`src/rtl/multdiv_sequencer.sv`:
```
`default_nettype none
// ============================================================================
// Module      : multdiv_sequencer
// Description : Launches the shared multiplier/divider, times its fixed
//               latency, then writes HI/LO or raises a divide-by-zero exception.
// Revision    : 1.0 - initial release
// ============================================================================
module multdiv_sequencer #(
  parameter int MULT_CYCLES = 33,
  parameter int DIV_CYCLES  = 35
) (
  input  logic        clock,
  input  logic        reset,
  input  logic        start,
  input  logic        op,
  output logic        mult_control,
  output logic        div_control,
  input  logic [31:0] mult_hi,
  input  logic [31:0] mult_lo,
  input  logic [31:0] div_hi,
  input  logic [31:0] div_lo,
  input  logic        zero_div,
  output logic [31:0] hi_out,
  output logic [31:0] lo_out,
  output logic        hilo_write,
  output logic        busy,
  output logic        done,
  output logic        div_zero_exc
);

  localparam int c_MAX_CYCLES = (MULT_CYCLES > DIV_CYCLES) ? MULT_CYCLES : DIV_CYCLES;
  localparam int c_CNT_W      = $clog2(c_MAX_CYCLES) + 1;
  localparam logic [c_CNT_W-1:0] c_MULT_LOAD = c_CNT_W'(MULT_CYCLES - 1);
  localparam logic [c_CNT_W-1:0] c_DIV_LOAD  = c_CNT_W'(DIV_CYCLES - 1);
  localparam logic [c_CNT_W-1:0] c_CNT_ONE   = c_CNT_W'(1);

  typedef enum logic [2:0] {
    S_IDLE   = 3'd0,
    S_LAUNCH = 3'd1,
    S_WAIT   = 3'd2,
    S_WRITE  = 3'd3,
    S_EXC    = 3'd4
  } state_t;

  state_t             r_state;
  state_t             w_state_next;
  logic               r_op;
  logic               w_op_next;
  logic               w_accept;
  logic [c_CNT_W-1:0] r_count;

  logic        r_mult_control;
  logic        r_div_control;
  logic        r_hilo_write;
  logic        r_busy;
  logic        r_div_zero_exc;
  logic [31:0] r_hi;
  logic [31:0] r_lo;

  // WRITE also samples start so a held request relaunches with no idle gap.
  always_comb begin
    w_state_next = r_state;
    w_op_next    = r_op;
    w_accept     = 1'b0;
    unique case (r_state)
      S_IDLE:   w_accept = start;
      S_LAUNCH: w_state_next = S_WAIT;
      S_WAIT: begin
        if (r_op && zero_div) begin
          w_state_next = S_EXC;
        end else if (r_count == '0) begin
          w_state_next = S_WRITE;
        end
      end
      S_WRITE: begin
        w_state_next = S_IDLE;
        w_accept     = start;
      end
      S_EXC:    w_state_next = S_IDLE;
      default:  w_state_next = S_IDLE;
    endcase
    if (w_accept) begin
      w_state_next = S_LAUNCH;
      w_op_next    = op;
    end
  end

  // Outputs are registered from the next state so they line up with it.
  always_ff @(posedge clock or negedge reset) begin
    if (!reset) begin
      r_state        <= S_IDLE;
      r_op           <= 1'b0;
      r_count        <= '0;
      r_mult_control <= 1'b0;
      r_div_control  <= 1'b0;
      r_hilo_write   <= 1'b0;
      r_busy         <= 1'b0;
      r_div_zero_exc <= 1'b0;
      r_hi           <= '0;
      r_lo           <= '0;
    end else begin
      r_state <= w_state_next;
      r_op    <= w_op_next;

      if (r_state == S_LAUNCH) begin
        r_count <= r_op ? c_DIV_LOAD : c_MULT_LOAD;
      end else if (r_state == S_WAIT && r_count != '0) begin
        r_count <= r_count - c_CNT_ONE;
      end

      if (r_state == S_WAIT && w_state_next == S_WRITE) begin
        r_hi <= r_op ? div_hi : mult_hi;
        r_lo <= r_op ? div_lo : mult_lo;
      end

      r_mult_control <= (w_state_next == S_LAUNCH) && !w_op_next;
      r_div_control  <= (w_state_next == S_LAUNCH) &&  w_op_next;
      r_hilo_write   <= (w_state_next == S_WRITE);
      r_div_zero_exc <= (w_state_next == S_EXC);
      r_busy         <= (w_state_next != S_IDLE);
    end
  end

  assign mult_control = r_mult_control;
  assign div_control  = r_div_control;
  assign hilo_write   = r_hilo_write;
  assign done         = r_hilo_write;
  assign busy         = r_busy;
  assign div_zero_exc = r_div_zero_exc;
  assign hi_out       = r_hi;
  assign lo_out       = r_lo;

endmodule
`default_nettype wire
```
`config.mk`:
```
export PLATFORM = sky130hd
export DESIGN_NAME = multdiv_sequencer
export DESIGN_NICKNAME = d
export VERILOG_FILES = /design/src/rtl/multdiv_sequencer.sv
export SDC_FILE = /design/constraint.sdc
export NUM_CORES = 1
export LEC_CHECK = 0
export ABC_AREA = 1
export CORE_ASPECT_RATIO = 0.7
export CORE_UTILIZATION = 40
export CTS_CLUSTER_SIZE = 20
export DETAILED_ROUTE_END_ITERATION = 16
export PLACE_DENSITY_LB_ADDON = 0.08
export SYNTH_ARGS = -nofsm -noshare
export SYNTH_HDL_FRONTEND = slang
export SYNTH_SLANG_ARGS = --single-unit
```
`constraint.sdc`:
```
create_clock -name clock -period 2.02 [get_ports clock]
set_input_delay 0.303 -clock clock [delete_from_list [all_inputs] [get_ports clock]]
set_output_delay 0.303 -clock clock [all_outputs]
set_load 0.03 [all_outputs]
```
==> qor.csv, run 1 <==
metric,value,unit
crit path launch type,flip-flop,
Tcrit/Tclk final,0.904,
initial antenna violation count,0,
FF-to-FF path depth,10,
HPWL after DPL,7.80,mm
DR iter-0 viols,131,
hold violation total from the final report,0,
worst skew pair latency,0.33,ns
Met2 Wirelength,4.96,mm
ant diodes,0,
synthesized instance count,378,
CP Capture Type,flip-flop,
gp weighted congestion,0.758,
"Data arrival, critical path",2.03,ns
# fillers,749,
Die X,119,um
Post-synth EDFFs,0,
Initial Util,0.419,
skew final,0.00578,ns
slowest cell delay on critical path,0.36,ns
most frequent CP cell,inv_2,
crit path kind,reg2reg,
total setup buffers inserted after CTS,0,
FF-to-FF setup slack,0.19,ns
IO buf count,202,
area post-placement,5940,sq um
DRC Markers,0,
Ports,203,
CP top delay family,buffers and inverters,
DRT antenna net count,0,
register area,2010,sq um
Sink Count,80,
Max-cap violations,0,
Worst-Margin Slew,0.562,ns
crit path cell chain,"inv_1, ha_1, inv_2, nor2_2, nand3_2, inv_2, nand2_4, buf_4, nand2_1, o21ai_1",
Die Y,84.2,um
Worst-path clk slew,0.06,ns
syn_nets,512,
crit path max fanout,55,
maximum clock rate,547,MHz
origin of the critical flop-to-flop path,r_count[0]$_DFFE_PN0P_,
min Tclk post-route,1.83,ns
total CTS buffers,9,
Site Rows,29,
CTS tree,yes,
drt via density,4.73,
Final setup violation count,0,
vias,3332,
RSZ-0062 raised after global routing,no,
count of cell types in the netlist,22,
hold path depth,2,
WL/cell,14.5,um
GRT overflow,0,
CTS max path bufs,2,
met3 WL post-DR,701,um
first-pass GRT wire length,16.4,mm
nets,709,
Core Region,9220,sq um
M1 WL,4.44,mm
highest metal used,met4,
die area,10100,sq um
Avg Inst Size Synth,10.2,sq um
outcome,"complete, no violations",
"most common cell after layout, fill and taps aside",clkdlybuf4s50_1,
Synth-to-Final Area Change,63.1,%
cts hold-fix bufs,1,
WP data required,2.22,ns
number of global-route vias before repair,3381,
drt total wl,10.2,mm
sequential element share of the synthesized area,0.518,
RR Endpoint,hi_out[27]$_DFFE_PN0P_,
Hold Path Origin,lo_out[14]$_DFFE_PN0P_,
Slew HR,0.625,
PD cells,1600,nW/um^2
Post-synth ARST share,1.00,
synth warn,0,
Post-CTS Resized,0,
worst path bufs/invs,4,
post-route cell area,6300,sq um
final max-slew violation count,0,
Overall Global Routing Usage,0.209,
multi-input logic area,1610,sq um
root buf cell,clkbuf_16,
First-pass DRT Iterations,4,
dominant synthesized flop cell,dfrtp_1,
mapped cell area,3860,sq um
HP Class,reg2reg,
setup tns final,0,ns
share of cells above drive strength 1,0.103,
"commonest non-fill, non-tap cells in the layout","clkdlybuf4s50_1 (201), nand2_1 (89), dfrtp_1 (79)",
Hold Path Sink,lo_out[14]$_DFFE_PN0P_,
leakage power total,0.00305,uW
slowest cell on the critical path,dfrtp_1,
CTS H-tree lvls,3,
Yosys reg bits,80,
largest net degree at the start of global routing,77,
maximum VDD drop,1.89,mV
[sequential cells by signal, summed over array words and instances, names as in the netlist]
| register | flops |
|---|---|
| div_control | 1 |
| busy | 1 |
| div_zero_exc | 1 |
| lo_out | 32 |
| r_count | 7 |
| r_state | 3 |
| hi_out | 32 |
| mult_control | 1 |
| done | 1 |
| r_op | 1 |
[per-layer routing]
layer / GRT usage / up-vias
met5: 0 / -
met4: 0.0659 / 0
met3: 0.0564 / 9
met2: 0.360 / 121
met1: 0.256 / 1548
li1: - / 1654
[worst max path at each step]
| stage | startpoint | cells after the start | to |
|---|---|---|---|
| CTS | r_count[0]$_DFFE_PN0P_ | 10 | hi_out[26]$_DFFE_PN0P_ |
| finish | r_count[0]$_DFFE_PN0P_ | 10 | hi_out[27]$_DFFE_PN0P_ |
| global placement | zero_div | 7 | busy$_DFF_PN0_ |
| global route | r_count[0]$_DFFE_PN0P_ | 10 | hi_out[27]$_DFFE_PN0P_ |
| detailed placement | zero_div | 7 | busy$_DFF_PN0_ |
| floorplan | r_count[0]$_DFFE_PN0P_ | 11 | hi_out[30]$_DFFE_PN0P_ |
[per-stage QoR]
step                 util  setup WS [ns]  hold slack [ns]  std cells  total power, uW
finish              0.684          0.193            0.481        704            10100
global route        0.684         0.0220            0.503        704            10700
CTS                 0.684          0.198            0.486        704            10200
detailed placement  0.644          0.223            0.332        687             8300
global placement    0.644          0.276            0.337        687             8150
floorplan               -          0.468          0.00741        378             6130
[area by class of cell]
cell class,count,area share
timing repair buffer,209,0.333
inverter,22,0.0131
clock buffer,10,0.0379
multi-input combinational,253,0.255
sequential,80,0.318
tap,124,0.0246
clock inverter,6,0.0183
[synthesized netlist by cell type, types with 3 or more instances]
| cell | number | area, sq um |
|---|---|---|
| buf_6 | 10 | 113 |
| o21ai_2 | 30 | 263 |
| mux2i_1 | 64 | 641 |
| inv_1 | 20 | 75.1 |
| nand4_1 | 3 | 18.8 |
| buf_2 | 9 | 45.0 |
| o21ai_1 | 34 | 170 |
| nor2_1 | 9 | 33.8 |
| nand3_1 | 12 | 60.1 |
| o21ai_0 | 3 | 15.0 |
| nand2_1 | 89 | 334 |
| dfrtp_1 | 80 | 2000 |
[kinds of logic after synthesis]
logic type,after synthesis,share of synthesized area
AND/OR/NAND/NOR,118,0.124
flip-flops,80,0.518
AO/OA/AOI/OAI,69,0.118
multiplexers,64,0.166
buffers and inverters,45,0.0680
XOR/XNOR,1,0.00227
adder cells (fa/ha/maj),1,0.00324
[worst register-to-register path: stages (launching register included)]
cell and delay (ns):
dfrtp_1 0.36, inv_1 0.16, ha_1 0.30, inv_2 0.06
nor2_2 0.09, nand3_2 0.09, inv_2 0.08, nand2_4 0.05
buf_4 0.29, nand2_1 0.14, o21ai_1 0.07
[where the power goes]
part / internal (uW) / switching, uW / leakage (uW)
combinational: 2310 / 3110 / 0.00187
sequential: 2370 / 436 / 0.00101
clock: 1250 / 640 / 0.000169
total: 5920 / 4180 / 0.00305
Power figures use the tool's default switching activity.
==> inputs of run 2 (changes only) <==
--- a/config.mk
+++ b/config.mk
@@ -7,7 +7,7 @@
 export LEC_CHECK = 0
 export ABC_AREA = 1
 export CORE_ASPECT_RATIO = 0.7
-export CORE_UTILIZATION = 40
+export CORE_UTILIZATION = 25
 export CTS_CLUSTER_SIZE = 20
 export DETAILED_ROUTE_END_ITERATION = 16
 export PLACE_DENSITY_LB_ADDON = 0.08
==> run 2 against run 1 <==
The run now ends with hold timing left. Clock-buffer cell count rose by 1. Via count fell by 2.6%. Clock power fell by 16%. Final cell count rose by 9.7%. Register-to-register slack improved by 0.04 ns. Cell area rose by 0.24%.
==> qor.csv, run 2 (synthesis gave the netlist of run 1 again) <==
metric,value,unit,change
outcome,"complete, but fails checks",,
Ports,203,,unchanged
DRC Markers,0,,unchanged
GRT overflow,0,,unchanged
HP Class,in2async,,
CTS H-tree lvls,3,,unchanged
gp weighted congestion,0.746,,-1.6%
CP top delay family,buffers and inverters,,
final core occ,0.424,,-0.260
failing checks,hold timing,,
total CTS buffers,9,,unchanged
crit path kind,reg2reg,,
hold violation total from the final report,10,,+10
die area,16000,sq um,+59%
IO buf count,202,,unchanged
Finished Layout Cells,772,,+9.7%
root buf cell,clkbuf_16,,
largest net degree at the start of global routing,81,,+5.2%
Overall Global Routing Usage,0.136,,-0.0734
DP Cell Count,756,,+10%
total power,9790,uW,-3.1%
drt total wl,10.7,mm,+4.2%
multi-input logic area,1610,sq um,+0.16%
ant diodes,0,,unchanged
setup tns final,0,ns,unchanged
first-pass GRT wire length,16.6,mm,+1.6%
skew final,0.00901,ns,+0.00323 ns
CTS tree,yes,,
vias,3244,,-2.6%
FF-to-FF setup slack,0.24,ns,+0.04 ns
crit path max fanout,52,,-5.5%
Worst-path clk slew,0.06,ns,about the same
Die X,151,um,+26%
Slew HR,0.664,,+0.0389
WL/cell,13.8,um,-5.0%
maximum VDD drop,0.506,mV,-73%
WP data required,2.21,ns,about the same
PD cells,1550,nW/um^2,-3.3%
Max-cap violations,0,,unchanged
Die Y,106,um,+26%
register area,2010,sq um,unchanged
slowest cell delay on critical path,0.36,ns,about the same
Sink Count,80,,unchanged
CTS max path bufs,2,,unchanged
HPWL after DPL,7.94,mm,+1.8%
number of global-route vias before repair,3141,,-7.1%
crit path cell chain,"inv_1, ha_2, inv_2, nor2_2, nand3_2, inv_2, nand2_4, buf_4, nand2_1, o21ai_1",,
DRT antenna net count,0,,unchanged
"Data arrival, critical path",1.98,ns,-0.05 ns
CP Capture Type,flip-flop,,
DR iter-0 viols,161,,+23%
min Tclk post-route,1.78,ns,-0.0431 ns
# fillers,1447,,+93%
First-pass DRT Iterations,4,,unchanged
drt via density,4.20,,-11%
Final setup violation count,0,,unchanged
slowest cell on the critical path,dfrtp_1,,
worst skew pair latency,0.33,ns,about the same
Synth-to-Final Area Change,63.5,%,
"commonest non-fill, non-tap cells in the layout","clkdlybuf4s50_1 (201), nand2_1 (89), dfrtp_1 (79)",,
Site Rows,37,,+28%
most frequent CP cell,inv_2,,
"most common cell after layout, fill and taps aside",clkdlybuf4s50_1,,
Initial Util,0.259,,-0.160
Core Region,14900,sq um,+62%
maximum clock rate,561,MHz,+2.4%
initial antenna violation count,0,,unchanged
crit path launch type,flip-flop,,
Worst-Margin Slew,0.504,ns,-0.0584 ns
Hold Slack,-0.0267,ns,-0.508 ns
worst path bufs/invs,4,,unchanged
nets,706,,-0.42%
RSZ-0062 raised after global routing,no,,
final max-slew violation count,0,,unchanged
leakage power total,0.00301,uW,-1.2%
Tcrit/Tclk final,0.883,,-0.0213
share of cells above drive strength 1,0.0988,,-0.00466
==> run 2: cell types whose count changed in the layout (fill, tap and decap cells not counted), sizes merged <==
cell,delta
buf,-2
bufinv,-2
clkbuf,+1
clkinv,+3
clkinvlp,-1
dlygate4sd3,-1
inv,-1
==> run 2: repair_timing <==
action                     4_1_cts  5_1_grt
setup buffers                    0        0
hold buffers                     0        0
hold endpoints to repair         0        0
resized for setup                0        1
setup endpoints to repair        0        8
==> run 2: final timing paths <==
check	from	to	cells past startpoint
max reg2reg	r_count[0]$_DFFE_PN0P_	hi_out[23]$_DFFE_PN0P_	10
min	reset	hi_out[18]$_DFFE_PN0P_	2
max	r_count[0]$_DFFE_PN0P_	hi_out[23]$_DFFE_PN0P_	10
min in group clock	lo_out[23]$_DFFE_PN0P_	lo_out[23]$_DFFE_PN0P_	2
min reg2reg	lo_out[23]$_DFFE_PN0P_	lo_out[23]$_DFFE_PN0P_	2
max in group asynchronous	reset	r_op$_DFF_PN0_	2
==> run 2: final cells by class <==
type / count / area share
Timing Repair Buffer: 206 / 0.330
Clock inverter: 5 / 0.00911
Clock buffer: 11 / 0.0368
Tap cell: 195 / 0.0386
Inverter: 22 / 0.0131
Multi-Input combinational cell: 253 / 0.255
Sequential cell: 80 / 0.317
==> run 2: layer usage <==
metal / up-vias / GRT usage / share of wire
met3: 7 / 0.0459 / 0.11
met1: 1437 / 0.188 / 0.47
met4: 0 / 0.0343 / 0.0061
li1: 1660 / - / -
met2: 140 / 0.201 / 0.42
met5: - / 0 / 0
==> run 2: report_power, final <==
group | switching [uW] | internal, uW | total (uW)
logic | 3110 | 2310 | 5420
registers | 422 | 2370 | 2790
clock network | 625 | 958 | 1580
total | 4160 | 5630 | 9790
==> run 2: through the flow <==
step	setup WS, ns	area (sq um)
floorplan	0.468	3860
global placement	0.256	6020
detailed placement	0.207	6020
CTS	0.191	6310
global route	0.0342	6320
finish	0.237	6320
